**src/rtl/pd_main.sv**
```systemverilog
// pd_main: Mueller-Muller phase detector over time-interleaved ADC slices with decimated, saturated output.
// Ports:
//   clk       - parallel data clock, all state changes on the rising edge
//   rst       - synchronous active-high reset (priority over enable)
//   enable    - PD enable; low clears pipeline, window and history, holds pd_out
//   din       - Nti signed ADC samples per word, din[0] earliest in time
//   pd_offset - signed phase-offset code added to every slice error
//   pd_out    - decimated, saturated phase-error sum (held between strobes)
//   pd_valid  - one-cycle strobe marking a new pd_out
//   pd_sat    - high with pd_valid when pd_out was clipped
module pd_main #(
    parameter int Nadc = 8,
    parameter int Nti  = 2,
    parameter int Ndec = 2,
    parameter int Nout = 10
) (
    input  logic                   clk,
    input  logic                   rst,
    input  logic                   enable,
    input  logic signed [Nadc-1:0] din [Nti],
    input  logic signed [Nadc-1:0] pd_offset,
    output logic signed [Nout-1:0] pd_out,
    output logic                   pd_valid,
    output logic                   pd_sat
);
    localparam int EW = Nadc + 2;
    localparam int WW = EW + $clog2(Nti);
    localparam int AW = WW + Ndec;
    localparam int DW = Ndec > 0 ? Ndec : 1;
    localparam int SW = (AW > Nout ? AW : Nout) + 1;
    localparam logic signed [SW-1:0] HI = {{(SW-Nout+1){1'b0}}, {(Nout-1){1'b1}}};
    localparam logic signed [SW-1:0] LO = {{(SW-Nout+1){1'b1}}, {(Nout-1){1'b0}}};
    localparam logic [DW-1:0] DLAST = DW'((2 ** Ndec) - 1);

    logic signed [Nadc-1:0] h_x;
    logic                   h_ok;
    logic signed [Nadc-1:0] px [Nti];
    logic                   pok [Nti];
    logic signed [EW-1:0]   e [Nti];
    logic signed [EW-1:0]   e_r [Nti];
    logic                   v1, v2;
    logic signed [WW-1:0]   w, w_r;
    logic [DW-1:0]          dcnt;
    logic signed [AW-1:0]   acc, acc_next;
    logic signed [SW-1:0]   acc_ext;
    logic                   clip;
    logic signed [Nout-1:0] sat_val;

    // Previous-sample view per slice: slice 0 looks back into the history
    // register, whose cleared state (h_ok=0, x=0) makes both MM terms vanish.
    always_comb begin
        px[0] = h_x;
        pok[0] = h_ok;
        for (int k = 1; k < Nti; k++) begin
            px[k] = din[k-1];
            pok[k] = 1'b1;
        end
        w = '0;
        for (int k = 0; k < Nti; k++) begin
            e[k] = (pok[k] ? (px[k][Nadc-1] ? -EW'(din[k]) : EW'(din[k])) : EW'(0))
                 - (din[k][Nadc-1] ? -EW'(px[k]) : EW'(px[k]))
                 + EW'(pd_offset);
            w = w + WW'(e_r[k]);
        end
    end

    // Accumulator is sized for a full window, so only the final output clips.
    assign acc_next = acc + AW'(w_r);
    assign acc_ext  = SW'(acc_next);
    assign clip     = (acc_ext > HI) || (acc_ext < LO);
    assign sat_val  = acc_ext > HI ? Nout'(HI) : acc_ext < LO ? Nout'(LO) : Nout'(acc_ext);

    always_ff @(posedge clk) begin
        if (rst) begin
            v1       <= 1'b0;
            v2       <= 1'b0;
            dcnt     <= '0;
            acc      <= '0;
            h_x      <= '0;
            h_ok     <= 1'b0;
            pd_out   <= '0;
            pd_valid <= 1'b0;
            pd_sat   <= 1'b0;
        end else if (!enable) begin
            v1       <= 1'b0;
            v2       <= 1'b0;
            dcnt     <= '0;
            acc      <= '0;
            h_x      <= '0;
            h_ok     <= 1'b0;
            pd_valid <= 1'b0;
            pd_sat   <= 1'b0;
        end else begin
            e_r      <= e;
            v1       <= 1'b1;
            h_x      <= din[Nti-1];
            h_ok     <= 1'b1;
            w_r      <= w;
            v2       <= v1;
            pd_valid <= 1'b0;
            pd_sat   <= 1'b0;
            if (v2) begin
                if (dcnt == DLAST) begin
                    pd_out   <= sat_val;
                    pd_sat   <= clip;
                    pd_valid <= 1'b1;
                    acc      <= '0;
                    dcnt     <= '0;
                end else begin
                    acc  <= acc_next;
                    dcnt <= dcnt + 1'b1;
                end
            end
        end
    end
endmodule

```
**config.mk**
```make
export PLATFORM = sky130hd
export DESIGN_NAME = pd_main
export DESIGN_NICKNAME = d
export VERILOG_FILES = /design/src/rtl/pd_main.sv
export SDC_FILE = /design/constraint.sdc
export NUM_CORES = 1
export LEC_CHECK = 0
export CAP_MARGIN = 10
export CORE_ASPECT_RATIO = 0.6
export CORE_UTILIZATION = 25
export DETAILED_ROUTE_END_ITERATION = 12
export DONT_BUFFER_PORTS = 1
export PLACE_DENSITY = 0.44
export SYNTH_ARGS = -nofsm -noshare
export SYNTH_HDL_FRONTEND = slang
export SYNTH_SLANG_ARGS = --single-unit
```
**constraint.sdc**
```tcl
create_clock -name clk -period 6.3 [get_ports clk]
set_input_delay 0.315 -clock clk [delete_from_list [all_inputs] [get_ports clk]]
set_output_delay 0.315 -clock clk [all_outputs]
set_load 0.03 [all_outputs]
```
==> results of run 1 <==
per-stage QoR:
| stage | cells | cell area [µm²] | hold slack [ns] |
|---|---|---|---|
| after floorplan | 522 | 5020 | 0.396 |
| after global placement | 778 | 5320 | 0.383 |
| after detailed placement | 778 | 5320 | 0.384 |
| after CTS | 794 | 5610 | 0.0229 |
| after global routing | 794 | 5610 | 0.0211 |
| final | 794 | 5610 | 0.0375 |
layer usage:
layer / GRT usage [%] / vias to the layer above
li1: - / 1769
met1: 17.5 / 1624
met2: 16.1 / 49
met3: 3.11 / 8
met4: 3.64 / 0
met5: 0 / -
final cells by class:
cell class | instances | area [µm²] | share of cell area, %
Clock buffer | 14 | 254 | 4.53
Clock inverter | 2 | 35.0 | 0.624
Inverter | 47 | 176 | 3.14
Multi-Input combinational cell | 395 | 3130 | 55.7
Sequential cell | 68 | 1670 | 29.8
Tap cell | 266 | 333 | 5.93
Timing Repair Buffer | 2 | 15.0 | 0.268
cell usage in the layout (no fill, tap or decap), types with 9 or more instances in the layout:
master	instances
and2_1	11
nor2_1	50
inv_1	47
nand2_1	47
ha_1	46
a21o_1	12
xnor2_1	40
a21oi_1	34
xor2_1	19
fa_1	20
clkbuf_16	9
edfxtp_1	31
nand2b_1	11
o21ai_0	17
dfxtp_1	37
nor2b_1	17
cells by family (layout without fill, tap and decap cells):
group	count (synthesis)	count (layout)	share of synthesized area [%]
AND/OR/NAND/NOR	157	157	15.0
AO/OA/AOI/OAI	104	104	15.5
flip-flops	68	68	33.3
adder cells (fa/ha/maj)	66	66	19.4
XOR/XNOR	60	60	10.6
buffers and inverters	59	65	4.51
multiplexers	8	8	1.62
power breakdown:
| part | internal [µW] | leakage (µW) | total, µW | switching [µW] |
|---|---|---|---|---|
| clock network | 317 | 0.000141 | 499 | 182 |
| registers | 546 | 0.000590 | 570 | 23.6 |
| logic | 236 | 0.00156 | 538 | 302 |
how the worst max path moves through the flow:
| stage | slack (ns) | endpoint | depth (start not counted) |
|---|---|---|---|
| global placement | 2.85 | e_r[9] | 15 |
| global route | 2.78 | e_r[18] | 13 |
| detailed placement | 2.80 | e_r[9] | 15 |
| CTS | 3.04 | e_r[18] | 13 |
| finish | 3.00 | e_r[18] | 13 |
| floorplan | 3.15 | e_r[8] | 13 |
state kept, by name (all words and copies together) (netlist names):
name	count
h_x	8
w_r	11
acc	13
v1	1
dcnt	2
pd_out	10
pd_sat	1
v2	1
e_r	20
pd_valid	1
worst max-delay path, cell delays in order (launching register included):
cell	delay, ns
dfxtp_1	0.63
nand2b_1	0.13
xnor2_1	0.14
and2_1	0.16
fa_1	0.43
ha_1	0.34
nor2b_1	0.14
o21ai_0	0.20
a21boi_0	0.16
o21a_1	0.21
o21ai_0	0.17
nand2b_1	0.07
a21oi_1	0.17
xnor2_1	0.08
==> run_results.csv, run 1 <==
group,metric,value,unit
status,status,"finished clean",
floorplanning,die_area,0.0207,mm²
worst_setup_path,ff2ff_path_depth,13,
worst_setup_path,r2r_start,"h_x[7]",
routing,first_iter_violations,194,
cts,ctsResizeCount,0,
synth,synth_edf_count,31,
worst_setup_path,worstPathRequired,6.38,ns
floorplanning,core,0.0194,mm²
worst_setup_path,crit_type,"reg -> reg",
floorplanning,io_pins,39,
hold_path,hp-class,"in -> reg",
power,total_power,1610,µW
cells_and_area,fin_nets,616,
global_routing,grt_use_total,11.7,%
hold_path,worstHoldStart,"rst",
routing,wirelength,11100,µm
global_routing,first_global_vias,3554,
cts,holdBufCountCts,0,
worst_setup_path,worstPathArrival,3.38,ns
synth,ys_warn_count,0,
timing,hold_viol,0,
timing,fmax,0.303,GHz
synth,async_reset_ff_share,0,%
global_routing,grt-ovfl-total,0,
worst_setup_path,cp-end-kind,"register",
routing,antenna_left,0,
synth,netlist_area,0.00502,mm²
timing,fin_tns_setup,0,ns
timing,timing.final.crit_share,52.4,%
cts,cts_max_path_buffers,2,
worst_setup_path,worst_setup_path_start_kind,"register",
worst_setup_path,reg2reg_setup_slack,3.00,ns
cts,cts_root_buf,"clkbuf_16",
cts,cts_buffers,9,
routing,firstDrtPassIters,4,
routing,wl_met3,497,µm
hold_path,whs_path_depth,1,
placement,gp_congestion,0.833,
floorplanning,initial_utilization,25.9,%
routing,vias,3450,
floorplanning,core.rowCount,39,
cts,cts_tree,"built",
timing,tightest_slew,0.949,ns
placement,place_ws,2.80,ns
routing,top_layer_used,"met4",
timing,finalClockSkew,0.00791,ns
placement,place.port_buffers,0,
job,cap_violations,0,
routing,wl_per_cell,14.0,µm
timing,report.final.setup_viol,0,
synth,yosysMostFrequentCell,"nor2_1",
synth,synth.distinct_cells,51,
synth,ys_top_cells_by_area,"edfxtp_1, dfxtp_1, ha_1",
synth,syn_inst,522,
synth,synth_top_area_share,18.5,%
cells_and_area,diodes,0,
timing,rsz0062_at_grt,"false",
power,ir_worst_vdd,0.118,mV
synth,syn-num-nets,615,
synth,ys.flop_type,"dfxtp_1",
synth,ys_seq_elements,68,
cts,cts.sinks,68,
global_routing,grt_max_degree,33,
timing,maxSlewViolCount,0,
timing,final_critical_path_setup_slack,3.00,ns
synth,synth_top_area_cell,"edfxtp_1",
power,pwr_density_cell,286,mW/mm²
synth,synth_area_per_cell,9.62,µm²
floorplanning,die_w,185,µm
cells_and_area,fillers,2041,
synth,synth.top_cells.by_count,"nor2_1, inv_1, nand2_1",
cells_and_area,synthToLayoutAreaGrowth,11.7,%
worst_setup_path,r2r-end,"e_r[18]",
cells_and_area,layout-drive-gt1-share,7.58,%
cts,path_clk_slew,0.05,ns
cells_and_area,postLayoutCoreUtil,29.0,%
global_routing,antenna_found_initial,0,
cts,htree_levels,3,
worst_setup_path,path_max_fanout,12,
power,power.leakage,0.00229,µW
routing,drc_errors,0,
synth,ys_seq_area_share,33.3,%
floorplanning,die_h,112,µm
global_routing,grt_pass1_wl,18700,µm
placement,dp_hpwl,8950,µm
routing,wl_met2,4330,µm
timing,final.min_clock_period,3.30,ns
worst_setup_path,startpoint,"h_x[7]",
timing,relSlewSlack,36.6,%
cts,worstSkewPairLatency,0.33,ns
hold_path,holdPathEnd,"pd_out[3]",
cts,cts_setup_buffers,0,
routing,viasPerCell,4.35,
routing,wl_met1,6130,µm
(Power assumes the default switching activity.)
==> run 2, diff against run 1 <==
--- a/config.mk
+++ b/config.mk
@@ -10,7 +10,7 @@
 export CORE_UTILIZATION = 25
 export DETAILED_ROUTE_END_ITERATION = 12
 export DONT_BUFFER_PORTS = 1
-export PLACE_DENSITY = 0.44
+export PLACE_DENSITY = 0.46
 export SYNTH_ARGS = -nofsm -noshare
 export SYNTH_HDL_FRONTEND = slang
 export SYNTH_SLANG_ARGS = --single-unit
==> constraint.sdc (replaced) <==
create_clock -name clk -period 3 [get_ports clk]
set_input_delay 0.15 -clock clk [delete_from_list [all_inputs] [get_ports clk]]
set_output_delay 0.15 -clock clk [all_outputs]
set_load 0.03 [all_outputs]
==> run_results.csv, run 2 (synthesis results as in run 1) <==
group,metric,value,unit
timing,maxSlewViolCount,0,
status,status,"finished clean",
global_routing,grt_use_total,12.3,%
worst_setup_path,reg2reg_setup_slack,0.09,ns
placement,place.port_buffers,0,
hold_path,hp-class,"in -> reg",
power,power.leakage,0.00251,µW
power,combPwrFrac,37.0,%
timing,fin_tns_setup,0,ns
routing,drc_errors,0,
routing,wl_per_cell,14.2,µm
placement,dp_hpwl,9240,µm
timing,relSlewSlack,60.5,%
worst_setup_path,cp-end-kind,"register",
cells_and_area,largest_register,"e_r",
cells_and_area,largestRegisters,"e_r x20, acc x13, w_r x11",
cts,cts_root_buf,"clkbuf_16",
global_routing,antenna_found_initial,0,
cells_and_area,largest_reg_flops,20,
hold_path,worstHoldStart,"din[1]",
worst_setup_path,ff2ff_path_depth,13,
cts,cts.sinks,68,
routing,first_iter_violations,135,
global_routing,first_global_vias,3755,
worst_setup_path,startpoint,"h_x[0]",
cells_and_area,layout_commonest_cell,"nor2_1",
worst_setup_path,r2r-end,"e_r[15]",
power,total_power,3690,µW
timing,hold_viol,0,
worst_setup_path,crit_path_end,"e_r[15]",
floorplanning,core,0.0194,mm²
cts,path_clk_slew,0.06,ns
timing,final.min_clock_period,2.91,ns
floorplanning,io_pins,39,
global_routing,grt_pass1_wl,19500,µm
routing,viasPerCell,4.41,
cells_and_area,synthToLayoutAreaGrowth,21.6,%
global_routing,grt-ovfl-total,0,
power,p_sw,1180,µW
worst_setup_path,crit_type,"reg -> reg",
floorplanning,initial_utilization,25.9,%
timing,fmax,0.344,GHz
routing,wirelength,11800,µm
cts,htree_levels,3,
global_routing,grt_max_degree,28,
cts,cts_buffers,9,
cells_and_area,layout-drive-gt1-share,17.7,%
cts,worstSkewPairLatency,0.34,ns
floorplanning,die_area,0.0207,mm²
floorplanning,die_w,185,µm
power,pwr_density_cell,604,mW/mm²
power,pwr-share-clk,30.9,%
cells_and_area,fillers,1995,
worst_setup_path,path_max_fanout,2,
power,intPower,2510,µW
cells_and_area,fin_nets,653,
routing,firstDrtPassIters,4,
timing,finalClockSkew,0.0106,ns
cts,cts_max_path_buffers,2,
cells_and_area,layout_common_cells,"nor2_1, nand2_1, inv_1",
worst_setup_path,worstPathRequired,3.08,ns
power,p_seq_share,32.1,%
timing,tightest_slew,0.591,ns
cts,cts_tree,"built",
job,cap_violations,0,
timing,report.final.setup_viol,0,
power,ir_worst_vdd,0.271,mV
floorplanning,die_h,112,µm
worst_setup_path,worstPathArrival,2.99,ns
cells_and_area,diodes,0,
placement,gp_congestion,0.778,
worst_setup_path,worst_setup_path_start_kind,"register",
worst_setup_path,r2r_start,"h_x[0]",
power,p_sw_share,31.9,%
floorplanning,core.rowCount,39,
timing,timing.final.crit_share,96.9,%
routing,antenna_left,0,
routing,vias,3664,
[run 2: cell count changes in the layout (fill, tap and decap cells not counted), moves of 4 or more]
cell / previous run / this run
a21oi_1: 34 / 30
a21oi_2: 3 / 7
buf_4: 2 / 29
dlygate4sd3_1: 0 / 7
ha_1: 46 / 41
ha_4: 0 / 4
o21ai_0: 17 / 13
[run 2: area by class of cell]
type,instances,area (µm²),area share [%]
tap,266,333,5.45
multi-input combinational,395,3260,53.4
inverter,47,176,2.89
sequential,68,1680,27.4
clock inverter,3,22.5,0.369
timing repair buffer,39,339,5.55
clock buffer,13,304,4.98
[run 2: what timing repair did]
action | CTS | global route
endpoints found under the setup margin | 6 | 13
resized for setup | 16 | 20
pin swaps | 9 | 14
setup buffers | 1 | 3
hold buffers | 7 | 0
endpoints found under the hold margin | 18 | 0
[run 2: worst min-delay path by stage]
stage | depth (start not counted) | endpoint | slack [ns]
after global placement | 1 | pd_out[3] | 0.22
final | 3 | h_x[1] | 0.03
after detailed placement | 1 | pd_out[2] | 0.22
after CTS | 3 | h_x[1] | 0.02
after floorplan | 1 | pd_valid | 0.23
after global routing | 1 | e_r[0] | 0.04
[run 2: worst max-delay path: stages (launching register included)]
cell and delay, ns:
dfxtp_2 0.33, inv_2 0.04, ha_4 0.24, mux2i_4 0.18, fa_1 0.49, ha_1 0.31
a21o_1 0.18, a21oi_2 0.18, o21ai_2 0.08, a21oi_2 0.23, buf_4 0.15, buf_4 0.09
buf_4 0.09, xnor2_1 0.05
[run 2: layer usage]
metal,share of wire (%),up-vias,routed length [µm],global-route usage [%]
li1,-,1848,-,-
met1,53,1750,6220,17.9
met2,41,57,4830,17.9
met3,5.4,9,639,3.14
met4,0.81,0,95,3.14
met5,0,-,0,0
[run 2: per-stage QoR]
step / cells / hold slack, ns / instance area [µm²] / util, % / setup slack, ns
3_3_place_gp: 804 / 0.218 / 5520 / 28.5 / -0.269
5_1_grt: 831 / 0.0371 / 6110 / 31.5 / -0.0238
2_1_floorplan: 522 / 0.231 / 5020 / - / 0.0185
3_5_place_dp: 804 / 0.218 / 5520 / 28.5 / -0.341
6_report: 831 / 0.0331 / 6110 / 31.5 / 0.0925
4_1_cts: 828 / 0.0217 / 5960 / 30.8 / 0.00704
[run 2: power groups by stage]
stage,sequential [µW],clock (µW),combinational (µW)
global placement,1210,0,1250
CTS,1190,1180,1310
floorplan,1190,0,922
finish,1190,1140,1370
detailed placement,1210,0,1260
global route,1200,1210,1550
==> run 3, diff against run 2 <==
--- a/config.mk
+++ b/config.mk
@@ -10,7 +10,7 @@
 export CORE_UTILIZATION = 25
 export DETAILED_ROUTE_END_ITERATION = 12
 export DONT_BUFFER_PORTS = 1
-export PLACE_DENSITY = 0.46
+export PLACE_DENSITY = 0.44
 export SYNTH_ARGS = -nofsm -noshare
 export SYNTH_HDL_FRONTEND = slang
 export SYNTH_SLANG_ARGS = --single-unit
==> constraint.sdc (replaced) <==
create_clock -name clk -period 2.8 [get_ports clk]
set_input_delay 0.14 -clock clk [delete_from_list [all_inputs] [get_ports clk]]
set_output_delay 0.14 -clock clk [all_outputs]
set_load 0.03 [all_outputs]
==> run_results.csv, run 3 (synthesis results as in run 1) <==
group,metric,value,unit
worst_setup_path,r2r_start,"h_x[1]",
cells_and_area,diodes,0,
worst_setup_path,cp-end-kind,"register",
cells_and_area,synthToLayoutAreaGrowth,25.5,%
routing,wl_per_cell,14.2,µm
worst_setup_path,ff2ff_path_depth,14,
floorplanning,initial_utilization,25.9,%
timing,report.final.setup_viol,0,
routing,first_iter_violations,185,
timing,final_critical_path_setup_slack,0.0152,ns
cts,cts.sinks,68,
cts,cts_max_path_buffers,2,
placement,dp.cells,820,
power,intPower,2720,µW
worst_setup_path,critical-path-max-stage-delay,0.55,ns
worst_setup_path,crit_type,"reg -> reg",
cells_and_area,fin_nets,672,
worst_setup_path,crit_path_end,"e_r[18]",
floorplanning,die_area,0.0207,mm²
floorplanning,die_h,112,µm
timing,timing.final.crit_share,99.5,%
timing,hold_viol,0,
worst_setup_path,path_cells,"inv_2 > ha_4 > nor2b_4 > xnor2_2 > fa_1 > ha_4 > nor2b_2 > o21ai_2 > a21boi_2 > o21a_1 > o21ai_1 > nand2b_1 > a21oi_2 > xnor2_1",
power,power.leakage,0.00261,µW
routing,firstDrtPassIters,4,
worst_setup_path,worstPathRequired,2.89,ns
power,p_sw,1320,µW
worst_setup_path,path_max_fanout,2,
worst_setup_path,critPathMostFrequentCell,"ha_4",
routing,drc_errors,0,
placement,place.port_buffers,0,
floorplanning,io_pins,39,
cells_and_area,largest_reg_flops,20,
timing,fmax,0.359,GHz
global_routing,grt_max_degree,28,
worst_setup_path,r2r-end,"e_r[18]",
status,status,"finished clean",
job,cap_violations,0,
timing,maxSlewViolCount,0,
cells_and_area,fillers,1996,
cells_and_area,layout-drive-gt1-share,21.9,%
worst_setup_path,worstPathArrival,2.87,ns
global_routing,grt_use_total,12.6,%
cts,cts_root_buf,"clkbuf_16",
power,ir_worst_vdd,0.289,mV
floorplanning,core,0.0194,mm²
timing,finalClockSkew,0.00882,ns
cells_and_area,largest_register,"e_r",
worst_setup_path,worst_setup_path_start_kind,"register",
power,combPwrFrac,39.1,%
cells_and_area,stdcell_count,850,
routing,vias,3659,
routing,antenna_left,0,
worst_setup_path,startpoint,"h_x[1]",
placement,dp_hpwl,9570,µm
power,pwr_density_cell,641,mW/mm²
power,p_sw_share,32.7,%
cells_and_area,largestRegisters,"e_r x20, acc x13, w_r x11",
placement,place_ws,-0.227,ns
global_routing,antenna_found_initial,0,
worst_setup_path,reg2reg_setup_slack,0.02,ns
cts,cts_buffers,9,
timing,final.min_clock_period,2.78,ns
power,pwr-share-clk,29.4,%
cts,worstSkewPairLatency,0.34,ns
power,p_seq_share,31.5,%
global_routing,grt_pass1_wl,20100,µm
cts,htree_levels,3,
routing,wirelength,12100,µm
timing,tightest_slew,0.554,ns
timing,rsz0062_at_grt,"true",
global_routing,grt-ovfl-total,0,
cells_and_area,postLayoutCoreUtil,32.5,%
timing,relSlewSlack,63.0,%
hold_path,hp-class,"in -> reg",
floorplanning,die_w,185,µm
global_routing,first_global_vias,3792,
timing,hold_slack,0.0255,ns
cts,path_clk_slew,0.06,ns
routing,viasPerCell,4.30,
cts,cts_tree,"built",
worst_setup_path,cp_slowest_cell,"fa_1",
placement,gp_congestion,0.796,
cells_and_area,layout_common_cells,"nor2_1, buf_4, nand2_1",
floorplanning,core.rowCount,39,
-- run 3: cell count changes in the layout (fill, tap and decap cells not counted), moves of 2 or more --
| cell | previous run | this run |
|---|---|---|
| clkinv_4 | 2 | 0 |
| clkbuf_16 | 12 | 9 |
| inv_6 | 0 | 3 |
| a21oi_4 | 0 | 2 |
| buf_4 | 29 | 49 |
| inv_4 | 0 | 2 |
| nand2_2 | 0 | 2 |
| a21oi_2 | 7 | 5 |
-- run 3: power groups by stage --
stage | clock, µW | combinational [µW] | sequential, µW
global placement | 0 | 1440 | 1290
floorplan | 0 | 1000 | 1280
detailed placement | 0 | 1460 | 1290
global route | 1270 | 1780 | 1280
finish | 1190 | 1580 | 1270
CTS | 1220 | 1540 | 1270
-- run 3: worst min path at each step --
stage / startpoint / to / slack (ns) / cells after the start
final: pd_offset[0] / e_r[10] / 0.03 / 1
after global placement: rst / pd_out[4] / 0.21 / 1
after global routing: pd_offset[0] / e_r[10] / 0.009 / 1
after detailed placement: rst / pd_out[2] / 0.21 / 1
after CTS: pd_offset[0] / e_r[10] / 0.01 / 1
after floorplan: rst / pd_valid / 0.22 / 1
-- run 3: metal layers --
| metal | vias to the layer above | global-route usage (%) | share of wire, % |
|---|---|---|---|
| met5 | - | 0 | 0 |
| met4 | 0 | 2.81 | 0.85 |
| met3 | 7 | 3.14 | 4.6 |
| met2 | 52 | 17.9 | 40 |
| met1 | 1722 | 19.0 | 54 |
| li1 | 1878 | - | - |
-- run 3: cell type report --
class	count	area (µm²)	area share (%)
Clock buffer	9	225	3.57
Clock inverter	7	80.1	1.27
Inverter	47	176	2.80
Multi-Input combinational cell	395	3340	52.9
Sequential cell	68	1680	26.6
Tap cell	266	333	5.28
Timing Repair Buffer	58	478	7.58
-- run 3: critical path: cells and delay by family (launching register included) --
family,cells,cell delay (ns)
fa+ha+maj,3,0.93
compound gates,5,0.72
simple gates,3,0.35
flops,1,0.33
xor+xnor,2,0.15
buf+inv,1,0.04
-- run 3: what timing repair did --
item | in CTS | in global routing
hold buffers | 7 | 0
setup endpoints to repair | 13 | 15
endpoints found under the hold margin | 18 | 0
resized for setup | 25 | 16
buffers inserted | 6 | 3
pin swaps | 17 | 18
-- run 3: stage by stage --
| step | TNS [ns] | instance area, µm² | power [µW] |
|---|---|---|---|
| floorplan | 0 | 5050 | 2280 |
| detailed placement | -1.47 | 5680 | 2750 |
| global placement | -1.52 | 5680 | 2740 |
| CTS | -0.0578 | 6190 | 4040 |
| global route | -0.251 | 6300 | 4330 |
| finish | 0 | 6300 | 4040 |
